**config.mk**
```make
export PLATFORM = sky130hd
export DESIGN_NAME = shift_reg_univ
export DESIGN_NICKNAME = d
export VERILOG_FILES = /design/src/rtl/shift_reg_univ_pkg.sv /design/src/rtl/shift_reg_univ_popcount.sv /design/src/rtl/shift_reg_univ.sv
export SDC_FILE = /design/constraint.sdc
export NUM_CORES = 1
export LEC_CHECK = 0
export ABC_AREA = 0
export BUFFER_PORTS_ARGS = -buffer_cell sky130_fd_sc_hd__buf_2
export CELL_PAD_IN_SITES_DETAIL_PLACEMENT = 0
export CELL_PAD_IN_SITES_GLOBAL_PLACEMENT = 1
export CORE_MARGIN = 8
export CORE_UTILIZATION = 35
export CTS_BUF_LIST = sky130_fd_sc_hd__clkbuf_16
export DETAILED_ROUTE_END_ITERATION = 8
export PLACE_DENSITY = 0.86
export SKIP_CTS_REPAIR_TIMING = 1
export SYNTH_ARGS = -nofsm -noshare
export SYNTH_HDL_FRONTEND = slang
export SYNTH_SLANG_ARGS = --single-unit
```
**constraint.sdc**
```tcl
create_clock -name clk_i -period 2.7 [get_ports clk_i]
set_clock_uncertainty 0.2 [all_clocks]
set_input_delay 0 -clock clk_i [delete_from_list [all_inputs] [get_ports clk_i]]
set_output_delay 0 -clock clk_i [all_outputs]
set_load 0.1 [all_outputs]
```
**src/rtl/shift_reg_univ_pkg.sv**
```systemverilog
// Shared operation encodings for the universal shift register and its users.
package shift_reg_univ_pkg;

  typedef enum logic [2:0] {
    MODE_HOLD  = 3'd0,
    MODE_SHL   = 3'd1,
    MODE_SHR   = 3'd2,
    MODE_ROTL  = 3'd3,
    MODE_ROTR  = 3'd4,
    MODE_LOAD  = 3'd5,
    MODE_CLEAR = 3'd6,
    MODE_RSVD  = 3'd7
  } mode_e;

endpackage

```
**src/rtl/shift_reg_univ_popcount.sv**
```systemverilog
// Combinational population count: number of set bits in an N-bit vector.
module popcount #(
  parameter int unsigned N = 4
) (
  input  logic [N-1:0]             in_i,
  output logic [$clog2(N+1)-1:0]   cnt_o
);

  localparam int unsigned CW = $clog2(N + 1);

  always_comb begin
    cnt_o = '0;
    for (int unsigned i = 0; i < N; i++) begin
      cnt_o = cnt_o + CW'(in_i[i]);
    end
  end

endmodule

```
**src/rtl/shift_reg_univ.sv**
```systemverilog
// Universal shift register: shift, rotate, parallel load/clear with per-stage
// valid bits and an occupancy count that always matches valid_o.
module shift_reg_univ
  import shift_reg_univ_pkg::*;
#(
  parameter int unsigned Width = 8,
  parameter int unsigned Size  = 4
) (
  input  logic                        clk_i,
  input  logic                        rst_i,
  input  logic                        en_i,
  input  logic [2:0]                  mode_i,
  input  logic [Width-1:0]            data_i,
  input  logic [Width*Size-1:0]       load_i,
  output logic [Width-1:0]            head_o,
  output logic [Width-1:0]            tail_o,
  output logic [Width*Size-1:0]       par_o,
  output logic [Size-1:0]             valid_o,
  output logic [$clog2(Size+1)-1:0]   count_o
);

  localparam int unsigned CountW = $clog2(Size + 1);

  logic [Size-1:0][Width-1:0] mem_q, mem_d, load_s;
  logic [Size-1:0]            vld_q, vld_d;
  logic [CountW-1:0]          cnt_q, cnt_d;

  for (genvar k = 0; k < Size; k++) begin : g_slice
    assign load_s[k]                   = load_i[k*Width +: Width];
    assign par_o[k*Width +: Width]     = mem_q[k];
  end

  // Index 0 is the low stage, so "left" moves data toward higher indices.
  always_comb begin
    mem_d = mem_q;
    vld_d = vld_q;
    if (en_i) begin
      case (mode_e'(mode_i))
        MODE_SHL: begin
          mem_d = {mem_q[Size-2:0], data_i};
          vld_d = {vld_q[Size-2:0], 1'b1};
        end
        MODE_SHR: begin
          mem_d = {data_i, mem_q[Size-1:1]};
          vld_d = {1'b1, vld_q[Size-1:1]};
        end
        MODE_ROTL: begin
          mem_d = {mem_q[Size-2:0], mem_q[Size-1]};
          vld_d = {vld_q[Size-2:0], vld_q[Size-1]};
        end
        MODE_ROTR: begin
          mem_d = {mem_q[0], mem_q[Size-1:1]};
          vld_d = {vld_q[0], vld_q[Size-1:1]};
        end
        MODE_LOAD: begin
          mem_d = load_s;
          vld_d = '1;
        end
        MODE_CLEAR: begin
          mem_d = '0;
          vld_d = '0;
        end
        default: begin
          mem_d = mem_q;
          vld_d = vld_q;
        end
      endcase
    end
  end

  // Counting the next-state valid bits keeps count_o aligned with valid_o.
  popcount #(.N(Size)) u_popcount (
    .in_i  (vld_d),
    .cnt_o (cnt_d)
  );

  always_ff @(posedge clk_i) begin
    if (rst_i) begin
      mem_q <= '0;
      vld_q <= '0;
      cnt_q <= '0;
    end else begin
      mem_q <= mem_d;
      vld_q <= vld_d;
      cnt_q <= cnt_d;
    end
  end

  assign head_o  = mem_q[0];
  assign tail_o  = mem_q[Size-1];
  assign valid_o = vld_q;
  assign count_o = cnt_q;

endmodule

```
* Word level (Yosys, flattened, before mapping)
Cells that the tools add are included.
Widths: inputs -> output; s select.
** Storage, ports and cells
- Bits in read-only memories :: 0
- Bits in registers :: 39
- Latch bits :: 0
- Input bits :: 46
- Memories kept :: 0
- Memory bits (writable) :: 0
** Cells by class
- Multipliers :: 0
- Reduce and logical (&&, ||, !) cells :: 2
- Add/sub/neg operators :: 3
- Multiplexer cells :: 3
- Divide/modulo/power cells :: 0
- Bitwise operators :: 0
- Shift-type cells :: 0
- Order comparisons :: 0
- Eq/ne operators :: 6
** Operator list (number)
- $pmux 32 s6 :: 1
- $pmux 4 s6 :: 1
- $eq 3x3->1 const B :: 3
- $add 3x1->3 :: 2
- $eq 3x2->1 const B :: 2
- $reduce_bool 6->1 :: 1
- $mux 4 :: 1
- $eq 3x1->1 const B :: 1
- $add 1x1->2 :: 1
- $reduce_and 2->1 :: 1

* Longest topological paths before layout
- Depth after elaboration :: 6
- Depth in mapped cells :: 12
- Gate-level depth less buffers :: 10

* Hierarchy
From an unflattened synthesis, not the netlist that was laid out.
** Unflattened totals
- Cell total of the unflattened synthesis :: 257
- Area total of the unflattened synthesis :: 2273.4 um^2
** By module, submodules not included
- shift_reg_univ :: instances 1, cells an instance 249, area an instance 2209.6 um^2
- popcount :: instances 1, cells an instance 8, area an instance 63.8 um^2

* Worst setup path before layout
Ideal clock, no wire load.
- Path kind :: flip-flop to flip-flop
- Start :: reg vld_q[0] (netlist: valid_o[0])
- End :: reg cnt_q[1] (netlist: count_o[1])
- Data required time :: 2.375 ns
- Setup time :: 0.125 ns
- Stages on the path, launching flop included :: 11
- Path slack :: -0.105 ns
- Data arrival time :: 2.480 ns
- Cell sequence :: dfxtp_1 > mux2_2 > o221a_2 > nand2_1 > nand2_1 > ha_1 > inv_1 > fa_1 > inv_1 > ha_1 > nor2b_1
** On the way
- Cells in the longest elaborated chain, start to end :: 5
** Ends and longest elaborated chain
- start: declaration :: RTL line shift_reg_univ.sv:25 : logic [Size-1:0] vld_q, vld_d;
- start signal: assignment :: RTL line shift_reg_univ.sv:84 : vld_q <= vld_d;
- $pmux 4 s6 :: RTL line shift_reg_univ.sv:38 : case (mode_e'(mode_i))
- $mux 4 :: RTL line shift_reg_univ.sv:37 : if (en_i) begin
- named net u_popcount.in_i[1] :: RTL line shift_reg_univ_popcount.sv:5 : input logic [N-1:0] in_i,
- $add 1x1->2 :: RTL line shift_reg_univ_popcount.sv:14 : cnt_o = cnt_o + CW'(in_i[i]);
- $add 3x1->3 (2 in series) :: RTL line shift_reg_univ_popcount.sv:14
- named net cnt_d[1] :: RTL line shift_reg_univ.sv:26 : logic [CountW-1:0] cnt_q, cnt_d;
- end signal: assignment :: RTL line shift_reg_univ.sv:85 : cnt_q <= cnt_d;
- end: declaration :: RTL line shift_reg_univ.sv:26
The timed path passes the listed nets, and every way through them passes these cells.
A chain may end at the register's enable or synchronous reset.

* Final worst setup path
Ends and elaborated chain as after synthesis.

==> flow_summary.toml <==
[routing]
via_per_inst = 5.70
ant_nets = 0
avgRoutedWirePerCell_microns = 18.7
drc = 0
drt_iter0_markers = 338
dr.pass1.iters = 7
detail_route.wirelength_microns = 8530
num_vias = 2598

[sta]
hold_viol_final = 2
fin_crit_ps = 2420
setup_viol = 0
fin_crit_sh = 0.895
worst_slew_pin_slew_ps = 818
rsz0062_at_grt = "no"
slew_violations = 0
setup_tns_ps = 0
whs_ps = -46.1
max_freq_ghz = 0.414
relSlewSlack = 0.454

[floorplanning]
io_pins = 101
die_y_microns = 99.3
rows = 30
core_area_sq_mm = 0.00676
initial_core_util = 0.359
die_x_microns = 99.3
fp.dieArea_sq_mm = 0.00986

[setup_path]
startpoint = "valid_o[0]$_SDFF_PP0_"
cp_data_arrival_time_ps = 2350
r2r-end = "count_o[1]$_SDFF_PP0_"
cp.required_ps = 2640
crit_type = "register to register"
reg2reg_depth = 10
regToRegStartpoint = "valid_o[0]$_SDFF_PP0_"
start_kind = "register"
endpoint_kind = "register"
r2r_setup_slack_ps = 280
critPathMaxFanout = 4
cp-endpoint = "count_o[1]$_SDFF_PP0_"

[final_layout]
fillers = 657
area_growth_pct = 36.3
mostFrequentLayoutCells = "buf_2 (100), dfxtp_1 (38), nor2_1 (36), dlygate4sd3_1 (35)"
diodes = 0
drive_gt1_frac = 0.399
final_common_cell = "buf_2"
nets = 424
instances_no_fill = 456

[min_path]
hold_class = "input pin to register"

[placement]
place.gp.congestion = 0.857
hpwl_microns = 6040
placed_cells = 413
place.port_buffers = 100

[power]
ir_drop_v = 0.000416
p_per_area_mw_per_mm2 = 630
leakagePower_nw = 1.46
finalPower_mw = 2.08

[clock_network]
clkTransAtPathRegs_ps = 60
cts_tree = "yes"
clock_latency_ps = 280
clockBufferDepth = 2
htreeDepth = 2
cts.sink_count = 39
numCtsBuffers = 5
cts_root_buffer = "clkbuf_16"

[outcome]
violations = "hold timing"
status = "finished with violations"

[global_route]
groute.usage.overall = 0.162
grt_pass1_wl_microns = 12900
antenna_found_initial = 0
grt-ovfl-total = 0
grt_pass1_vias = 2401
grt_start_max_net_pins = 40

[yosys]
ys_ff_latch = 39
async_flop_share = 0
seq_area_frac_synth = 0.321
synth_cell_types = 44
synth_flop_cell = "dfxtp_1"
synth_area_sq_mm = 0.00243
synth-edff-count = 0
syn_area_per_cell_sq_um = 9.20
synth_warnings = 0
synth_fp_nets = 313
synth_cells = 264

[flow_run]
maxCapViolations = 0
==> power by group <==
group	switching [mW]	internal [mW]	leakage (nW)
clock	0.229	0.334	0.0762
sequential	0.0536	0.620	0.321
combinational	0.646	0.202	1.07
==> routing by layer <==
metal,GRT usage,part of all wire,up-vias
li1,-,-,1223
met1,0.221,0.45,1251
met2,0.253,0.48,117
met3,0.0349,0.066,7
met4,0.0384,0.010,0
met5,0,0,-
==> area by class of cell <==
cell class | count | area (sq um) | area share
flip-flops and latches | 39 | 782 | 0.236
clock buffers | 5 | 125 | 0.0378
well taps | 80 | 100 | 0.0302
multi-input cells | 173 | 1320 | 0.400
repair buffers | 145 | 926 | 0.280
clock inverters | 3 | 12.5 | 0.00378
inverters | 11 | 41.3 | 0.0125
==> logic make-up after synthesis <==
family                   share of synthesized area
AO/OA/AOI/OAI                                0.359
AND/OR/NAND/NOR                              0.139
flip-flops                                   0.321
buffers and inverters                        0.133
multiplexers                                0.0289
adder cells (fa/ha/maj)                     0.0185
==> worst max-delay path: stages (launching register included) <==
cell and delay [ps]:
dfxtp_2 330, mux2_2 270, o221a_2 250, nand2_1 90
nand2_1 60, ha_1 270, inv_1 50, fa_1 370
inv_1 60, ha_1 210, nor2b_1 120
==> stage by stage <==
stage                     cell area [sq um]  setup WS, ps  utilization  hold WS (ps)
after floorplan                        2430          59.5            -         -9.81
after global placement                 2820           321        0.418           114
after detailed placement               2820           283        0.418           122
after CTS                              2960           269        0.438          -175
after global routing                   3310           193        0.490          4.63
final                                  3310           284        0.490         -46.1
==> flip-flops by register name, indices dropped and copies added (netlist names) <==
signal	cells
count_o	3
head_o	8
valid_o	4
tail_o	8
par_o	16
==> worst min-delay path by stage <==
stage                     from  slack [ps]  cells past startpoint                     end
global route        load_i[26]           5                      3  tail_o[2]$_SDFFE_PP0P_
CTS                  data_i[5]        -170                      3  head_o[5]$_SDFFE_PP0P_
floorplan            data_i[0]         -10                      2  head_o[0]$_SDFFE_PP0P_
detailed placement   data_i[3]         120                      3  head_o[3]$_SDFFE_PP0P_
finish              load_i[26]         -50                      3  tail_o[2]$_SDFFE_PP0P_
global placement     data_i[5]         110                      3  head_o[5]$_SDFFE_PP0P_
==> synth_stat cells, types with 4 or more instances <==
| cell | count | area share |
|---|---|---|
| o21ai_0 | 9 | 0.019 |
| nand3b_1 | 5 | 0.015 |
| inv_1 | 11 | 0.017 |
| o21a_1 | 8 | 0.025 |
| dfxtp_1 | 39 | 0.32 |
| o41ai_1 | 8 | 0.029 |
| a22oi_1 | 4 | 0.012 |
| a211oi_1 | 4 | 0.012 |
| clkbuf_1 | 9 | 0.014 |
| a222oi_1 | 20 | 0.082 |
| nor2_1 | 36 | 0.056 |
| o22ai_1 | 4 | 0.010 |
| buf_4 | 17 | 0.053 |
| nand2_1 | 8 | 0.012 |
| o221ai_1 | 8 | 0.029 |
| a211oi_2 | 20 | 0.10 |
| buf_2 | 11 | 0.023 |
| a221oi_1 | 4 | 0.014 |
No activity file was read; power rests on OpenSTA's default activity.
